**config.mk**
```make
export PLATFORM = sky130hd
export DESIGN_NAME = accel_result_reader
export DESIGN_NICKNAME = d
export VERILOG_FILES = /design/src/rtl/accel_result_reader.sv
export SDC_FILE = /design/constraint.sdc
export NUM_CORES = 1
export LEC_CHECK = 0
export CAP_MARGIN = 40
export CORE_MARGIN = 2
export CORE_UTILIZATION = 30
export DETAILED_ROUTE_END_ITERATION = 6
export PLACE_DENSITY_LB_ADDON = 0.08
export SLEW_MARGIN = 15
export SYNTH_ARGS = -nofsm -noshare
export SYNTH_HDL_FRONTEND = slang
export SYNTH_SLANG_ARGS = --single-unit
```
**constraint.sdc**
```tcl
create_clock -name clk -period 1.6 [get_ports clk]
set_input_delay 0.32 -clock clk [delete_from_list [all_inputs] [get_ports clk]]
set_output_delay 0.32 -clock clk [all_outputs]
set_load 0.05 [all_outputs]
```
**src/rtl/accel_result_reader.sv**
```systemverilog
// Streams an accelerator's result buffer out of a synchronous-read memory, one
// word per request/capture/hold cycle, with byte-accurate keep on the final word.
module accel_result_reader #(
    parameter int MEM_ADDR_WIDTH = 32,
    parameter int MEM_DATA_WIDTH = 32,
    parameter int MEM_DEPTH      = 16,
    parameter int OUT_BASE_ADDR  = 0
) (
    input  logic                        clk,
    input  logic                        rst,
    input  logic                        done,
    input  logic [5:0]                  output_length_byte,
    output logic                        mem_en,
    output logic [MEM_ADDR_WIDTH-1:0]   mem_addr,
    output logic                        mem_we,
    output logic [MEM_DATA_WIDTH/8-1:0] mem_be,
    input  logic [MEM_DATA_WIDTH-1:0]   mem_rdata,
    output logic                        out_valid,
    input  logic                        out_ready,
    output logic [MEM_DATA_WIDTH-1:0]   out_data,
    output logic [MEM_DATA_WIDTH/8-1:0] out_keep,
    output logic                        out_last,
    output logic                        busy,
    output logic                        rd_done,
    output logic                        overrun
);

    localparam int KW       = MEM_DATA_WIDTH / 8;
    localparam int LAST_MAX = (MEM_DEPTH > 16) ? 15 : ((MEM_DEPTH < 1) ? 0 : MEM_DEPTH - 1);

    typedef enum logic [1:0] {
        S_IDLE,
        S_REQ,
        S_CAP,
        S_HOLD
    } state_e;

    state_e                    state_q, state_d;
    logic [5:0]                len_q, len_d;
    logic [3:0]                wcnt_q, wcnt_d;
    logic [MEM_DATA_WIDTH-1:0] out_data_q, out_data_d;
    logic [KW-1:0]             out_keep_q, out_keep_d;
    logic                      out_last_q, out_last_d;
    logic                      out_valid_q, out_valid_d;
    logic                      rd_done_q, rd_done_d;
    logic                      overrun_q, overrun_d;

    logic                      len_clamped;
    logic [3:0]                last_idx;
    logic                      is_last;
    logic [KW-1:0]             last_keep;

    // A length that would run past the end of the memory is cut at its last word.
    always_comb begin
        len_clamped = (len_q[5:2] > 4'(LAST_MAX));
        last_idx    = len_clamped ? 4'(LAST_MAX) : len_q[5:2];
        is_last     = (wcnt_q == last_idx);
        case (len_q[1:0])
            2'd0:    last_keep = KW'(4'h1);
            2'd1:    last_keep = KW'(4'h3);
            2'd2:    last_keep = KW'(4'h7);
            default: last_keep = KW'(4'hF);
        endcase
        if (len_clamped) begin
            last_keep = '1;
        end
    end

    // NOTE: every signal gets its default before the case so no path leaves one
    // unassigned; otherwise synthesis infers a latch to hold the old value.
    always_comb begin
        state_d     = state_q;
        len_d       = len_q;
        wcnt_d      = wcnt_q;
        out_data_d  = out_data_q;
        out_keep_d  = out_keep_q;
        out_last_d  = out_last_q;
        out_valid_d = out_valid_q;
        rd_done_d   = 1'b0;
        overrun_d   = overrun_q | (done && (state_q != S_IDLE));

        case (state_q)
            S_IDLE: begin
                if (done) begin
                    len_d   = output_length_byte;
                    wcnt_d  = '0;
                    state_d = S_REQ;
                end
            end
            S_REQ: begin
                state_d = S_CAP;
            end
            S_CAP: begin
                out_data_d  = mem_rdata;
                out_keep_d  = is_last ? last_keep : '1;
                out_last_d  = is_last;
                out_valid_d = 1'b1;
                state_d     = S_HOLD;
            end
            S_HOLD: begin
                if (out_ready) begin
                    out_valid_d = 1'b0;
                    if (out_last_q) begin
                        rd_done_d = 1'b1;
                        state_d   = S_IDLE;
                    end else begin
                        wcnt_d  = wcnt_q + 4'd1;
                        state_d = S_REQ;
                    end
                end
            end
            default: state_d = S_IDLE;
        endcase
    end

    // NOTE: state registers use non-blocking assignments so every flop samples
    // the values from before the edge, independent of statement order.
    always_ff @(posedge clk or posedge rst) begin
        if (rst) begin
            state_q     <= S_IDLE;
            len_q       <= '0;
            wcnt_q      <= '0;
            out_data_q  <= '0;
            out_keep_q  <= '0;
            out_last_q  <= 1'b0;
            out_valid_q <= 1'b0;
            rd_done_q   <= 1'b0;
            overrun_q   <= 1'b0;
        end else begin
            state_q     <= state_d;
            len_q       <= len_d;
            wcnt_q      <= wcnt_d;
            out_data_q  <= out_data_d;
            out_keep_q  <= out_keep_d;
            out_last_q  <= out_last_d;
            out_valid_q <= out_valid_d;
            rd_done_q   <= rd_done_d;
            overrun_q   <= overrun_d;
        end
    end

    // Memory strobes decode straight from the state, so reset silences them at once.
    assign mem_en    = (state_q == S_REQ);
    assign mem_addr  = mem_en ? (MEM_ADDR_WIDTH'(OUT_BASE_ADDR) + MEM_ADDR_WIDTH'(wcnt_q)) : '0;
    assign mem_we    = 1'b0;
    assign mem_be    = '1;
    assign busy      = (state_q != S_IDLE);
    assign out_valid = out_valid_q;
    assign out_data  = out_data_q;
    assign out_keep  = out_keep_q;
    assign out_last  = out_last_q;
    assign rd_done   = rd_done_q;
    assign overrun   = overrun_q;

endmodule
```
==> results.toml, run 1 <==
[run_status]
status = "finished with violations"
violations = "negative setup slack"

[route]
avgViaCountPerCell = 4.19
drtAntennaViolNets = 0
drt_pre_antenna_iters = 4
drt_drc_violations_left = 0
drt_iter0_markers = 31
vias = 1656
finalWirelength_um = 4910
wire_per_inst_um = 12.4

[global_route]
grt_pass1_vias = 1547
grt-ovfl-total = 0
grt_use_total_pct = 10.8
grt_pass1_wl_um = 7560
busiest_layer = "met2"
grt_use_met2_pct = 17.2
antenna_found_initial = 0
grt_start_max_net_pins = 24
grtUsageMet1_pct = 14.5
grt_util_met3_pct = 2.65

[sta]
fin_crit_ps = 1630
setup_violations = 6
finalCritPeriodShare_pct = 102
fin_skew_ps = 6.71
timing.final.ws_setup_ps = -31.4
tns_ps = -134
max_clock_freq_mhz = 613
hold_viol_final = 0
rsz0062_at_grt = "true"
drv_slew = 0

[placed_design]
hpwlAfterDp_um = 3680
io_buffer_count = 87
placed_area_sq_um = 3410
gp_congestion = 0.767

[floorplanning]
die_area_sq_um = 8880
io_pins = 121
core_sq_um = 7810
initial_core_util_pct = 31.3
die_x_um = 94.2
num_rows = 32
die_h_um = 94.2

[setup_path]
crit_required_ps = 1280
critPathLaunchType = "flop"
rr_worst_depth = 6
r2r_start = "state_q[0]"
critical_path_class = "flop to output pin"
arrival_ps = 1310
crit_fanout = 5
worstSetupStartpoint = "state_q[0]"
rr_endpoint = "wcnt_q[3]"
end_kind = "output pin"
r2r_setup_slack_ps = 20

[final_layout]
fillers = 744
finalInstanceArea_sq_um = 3630
utilization_pct = 46.5
layout.nets = 341
drive_gt1_share_pct = 44.4
n_antenna_cell = 0
syn_to_final_growth_pct = 48.5

[clock_tree]
h-tree-depth = 2
cts.clk_slew.worst_paths_ps = 100
insertion_delay_ps = 300
clk_path_buf_depth = 2
root_buffer = "clkbuf_8"
cts_tree = "done"
cts_buffers = 5
clock-sinks = 52

[pwr]
ir_drop_mv = 1.21
p_per_area_nw_per_um2 = 2380
p_leak_nw = 1.63

[logic_synthesis]
synth_top_family_by_area = "multiplexers"
syn-cell-area_sq_um = 2440
synth_edf_count = 0
syn_area_per_cell_sq_um = 12.9
yosys.area_share.simple_pct = 4.76
synth-seq-cells = 52
synthCells = 189
synth_top_area_share_pct = 53.3
yosys_warnings = 0
synthAdderAreaFrac_pct = 3.59
muxShareOfSynthArea_pct = 18.4
ys_async_sr_fraction_pct = 100
synth_compound_area_share_pct = 5.79
synth_xor_area_share_pct = 1.43
yosysTopAreaCell = "dfrtp_1"
ys_seq_area_share_pct = 53.3
synth.area.top_cells = "dfrtp_1 53%, mux2_2 18%, buf_4 10%"
ys.flop_type = "dfrtp_1"
ys_types = 30

[flow_run]
max_cap_violations = 0

[worst_hold_path]
hold_path.class = "input pin to asynchronous set/reset pin"
[registers in the layout, indices dropped and copies added, names as in the netlist]
signal and count:
out_data 32, len_q 6, out_keep 4, wcnt_q 4, state_q 2, out_last 1, out_valid 1, overrun 1
rd_done 1
[where the power goes]
part           internal, mW  switching, mW
clock                 0.473          0.435
sequential             1.95          0.395
combinational          2.20           3.18
[through the flow]
stage	power, mW	cells	hold slack (ps)	worst slack, ps
6_report	8.63	395	294	-31.4
5_1_grt	9.12	395	304	-95.3
4_1_cts	8.59	393	297	-55.9
3_5_place_dp	7.49	382	449	-52.2
3_3_place_gp	7.46	382	455	-27.9
2_1_floorplan	5.84	220	441	22.1
[cell usage after synthesis (2+ instances only)]
master	count
mux2_2	39
nand2_1	5
xor2_1	3
conb_1	2
inv_1	9
buf_2	3
o21ai_0	7
a21o_1	2
or2_2	2
ha_1	7
o22a_2	2
dfrtp_1	52
and2_1	4
a22o_1	3
buf_4	34
[area by class of cell]
class                           count  area, sq um  area share (%)
Sequential cell                    52         1300            35.9
Inverter                            9         38.8            1.07
Clock buffer                        6         72.6            2.00
Clock inverter                      2         38.8            1.07
Tap cell                          102          128            3.52
Multi-Input combinational cell    122         1030            28.3
Timing Repair Buffer              102         1020            28.2
[cell usage in the layout, fill, tap and decap left out, drive strengths merged, types with 2 or more instances in the layout]
cell type,instances
a22o,3
clkbuf,6
o22a,2
xor2,3
dfrtp,52
o21ai,7
or2,2
and2,5
inv,10
and3,2
ha,7
conb,33
nand2,5
a21o,2
clkdlybuf4s50,41
buf,61
mux2,39
o22ai,2
[layer usage]
metal / wire length (um) / part of all wire, % / vias to the layer above
met5: 0 / 0 / -
met4: 14 / 0.29 / 0
met3: 420 / 8.6 / 2
met2: 2360 / 48 / 72
met1: 2110 / 43 / 801
li1: - / - / 781
[worst max-delay path by stage]
stage / endpoint / slack [ps] / cells past startpoint
2_1_floorplan: len_q[0] / 20 / 1
3_3_place_gp: wcnt_q[3] / -30 / 4
3_5_place_dp: wcnt_q[3] / -50 / 4
4_1_cts: mem_addr[0] / -60 / 4
5_1_grt: mem_addr[0] / -100 / 4
6_report: mem_addr[0] / -30 / 4
[worst max-delay path, stage by stage (launching register included)]
cell	delay, ps
dfrtp_1	410
buf_6	130
ha_4	170
and2_4	160
buf_12	140
[cell families (layout without fill, tap and decap cells)]
kind of cell / count (synthesis) / in the layout
AO/OA/AOI/OAI: 19 / 19
multiplexers: 40 / 40
adder cells (fa/ha/maj): 7 / 7
other: 2 / 33
flip-flops: 52 / 52
AND/OR/NAND/NOR: 19 / 19
buffers and inverters: 46 / 119
XOR/XNOR: 4 / 4
[what timing repair did]
| action | CTS | global route |
|---|---|---|
| gates resized for setup | 13 | 11 |
| hold buffers | 0 | 0 |
| pin swaps | 1 | 1 |
| endpoints found under the setup margin | 10 | 43 |
| gates cloned | 0 | 0 |
| setup buffers | 3 | 2 |
| hold endpoints to repair | 0 | 0 |
Power figures use the tool's default switching activity.
==> inputs of run 2 (changes only) <==
--- a/config.mk
+++ b/config.mk
@@ -9,7 +9,9 @@
 export CORE_MARGIN = 2
 export CORE_UTILIZATION = 30
 export DETAILED_ROUTE_END_ITERATION = 6
+export HOLD_SLACK_MARGIN = 0.02
 export PLACE_DENSITY_LB_ADDON = 0.08
+export SKIP_CTS_REPAIR_TIMING = 1
 export SLEW_MARGIN = 15
 export SYNTH_ARGS = -nofsm -noshare
 export SYNTH_HDL_FRONTEND = slang
==> run 2 against run 1 <==
Against the previous run: non-clock buffer count shrank 2; fmax shrank 2.6%; the flow still finishes with violations (negative setup slack); critical path depth is the same; sequential power is essentially flat; clock-buffer cell count is the same; first-iteration DRC count grew 6.5%; clock power is essentially flat; total power shrank 1.7%; critical endpoint unchanged; final area shrank 1.3%; cell count shrank 0.51%.
==> results.toml, run 2 (synthesized netlist as in run 1, its figures left out) <==
[pwr]
p_leak_nw = 1.61
p_per_area_nw_per_um2 = 2370
clkPwrFrac_pct = 10.7
switching_share_pct = 46.7
power_frac_comb_pct = 61.4
ir_drop_mv = 1.21
p_seq_share_pct = 27.9
internal_power_mw = 4.53
netSwitchingPower_mw = 3.96

[setup_path]
worstSetupStartpoint = "state_q[0]"
arrival_ps = 1350
r2r_start = "state_q[0]"
crit_end = "mem_addr[0]"
r2r_setup_slack_ps = 50
rr_worst_depth = 4
path_cells = "buf_6, ha_4, and2_4, buf_12"
crit_required_ps = 1280
end_kind = "output pin"
critical_path_class = "flop to output pin"
rr_endpoint = "out_data[24]"
slowest_delay_ps = 440
crit_slowest_cell = "dfrtp_1"
critPathLaunchType = "flop"
crit_fanout = 5

[floorplanning]
num_rows = 32
die_area_sq_um = 8880
io_pins = 121
die_h_um = 94.2
die_x_um = 94.2
initial_core_util_pct = 31.3
core_sq_um = 7810

[final_layout]
n_antenna_cell = 0
seq_area_sq_um = 1300
largest_reg_flops = 32
fillers = 751
syn_to_final_growth_pct = 46.6
finalInstanceArea_sq_um = 3580
final_cell_mix = "51 x dfrtp_1, 46 x buf_4, 41 x clkdlybuf4s50_1"
layout.cells.non_filler = 393
layout.nets = 339
multiInputGateArea_sq_um = 997
final_common_cell = "dfrtp_1"
drive_gt1_share_pct = 43.3

[clock_tree]
cts.clk_slew.worst_paths_ps = 100
h-tree-depth = 2
cts_buffers = 5
root_buffer = "clkbuf_8"
insertion_delay_ps = 300
clk_path_buf_depth = 2
clock-sinks = 52
cts_tree = "done"

[route]
wire_per_inst_um = 12.4
dr.max_layer_used = "met4"
wl_met3_um = 406
wl_met2_um = 2330
met1_length_um = 2120
avgViaCountPerCell = 4.16
drtAntennaViolNets = 0
drt_iter0_markers = 33
drt_drc_violations_left = 0
drt_pre_antenna_iters = 4
vias = 1634
finalWirelength_um = 4870

[global_route]
grt_pass1_vias = 1509
grt_pass1_wl_um = 7380
grt_start_max_net_pins = 24
grt-ovfl-total = 0
grt_use_total_pct = 10.6
antenna_found_initial = 0

[worst_hold_path]
hold_path.class = "input pin to asynchronous set/reset pin"

[placed_design]
hpwlAfterDp_um = 3680
io_buffer_count = 87
place_inst = 382
placed_area_sq_um = 3410
gp_congestion = 0.767

[sta]
rsz0062_at_grt = "true"
setup_violations = 5
fin_skew_ps = 5.96
max_clock_freq_mhz = 597
drv_slew = 0
fin_crit_ps = 1670
hold_viol_final = 0
finalCritPeriodShare_pct = 105
timing.final.ws_setup_ps = -74.2

[run_status]
status = "finished with violations"
violations = "negative setup slack"

[flow_run]
max_cap_violations = 0
[run 2: changes by cell type in the layout (fill, tap and decap cells not counted)]
cell,before,now
buf_4,48,46
dfrtp_1,52,51
dfrtp_2,0,1
ha_1,2,4
ha_4,4,2
inv_1,3,4
inv_6,2,1
mux2_2,38,39
mux2_4,1,0
o21ai_0,4,6
o21ai_1,3,1
[run 2: worst max-delay path, delay by kind of cell, from the launching register on]
kind          cells  cell delay, ps
flops             1             440
buf+inv           2             290
simple gates      1             160
fa+ha+maj         1             170
[run 2: power by group through the flow]
stage	combinational, mW	sequential, mW	clock [mW]
6_report	5.21	2.37	0.908
5_1_grt	5.48	2.46	1.01
4_1_cts	5.11	2.37	0.955
3_5_place_dp	5.10	2.39	0
3_3_place_gp	5.08	2.38	0
2_1_floorplan	1.85	3.99	0
[run 2: worst min-delay path by stage]
stage / start / end / slack, ps / cells past startpoint
2_1_floorplan: done / overrun / 440 / 1
3_3_place_gp: overrun / overrun / 460 / 1
3_5_place_dp: overrun / overrun / 450 / 1
4_1_cts: rst / out_data[6] / 300 / 2
5_1_grt: rst / out_data[17] / 300 / 2
6_report: rst / out_data[6] / 290 / 2
[run 2: final cells by class]
type / count / share of cell area (%)
clock buffers: 6 / 2.03
clock inverters: 2 / 1.08
well taps: 102 / 3.57
multi-input cells: 122 / 27.9
inverters: 9 / 0.944
repair buffers: 100 / 28.1
flip-flops and latches: 52 / 36.4
[run 2: per-stage QoR]
| stage | hold slack [ps] | worst slack (ps) | util (%) | TNS [ps] | total power, mW |
|---|---|---|---|---|---|
| floorplan | 441 | 22.1 | - | 0 | 5.84 |
| global placement | 455 | -27.9 | 43.6 | -35.4 | 7.46 |
| detailed placement | 449 | -52.2 | 43.6 | -89.4 | 7.49 |
| CTS | 297 | -211 | 45.0 | -1000 | 8.43 |
| global route | 304 | -134 | 45.8 | -919 | 8.96 |
| finish | 294 | -74.2 | 45.8 | -343 | 8.48 |
[run 2: layer usage]
layer	up-vias	track usage (%)
met1	789	14.4
met5	-	0
met2	67	16.7
met4	0	2.78
li1	776	-
met3	2	2.65
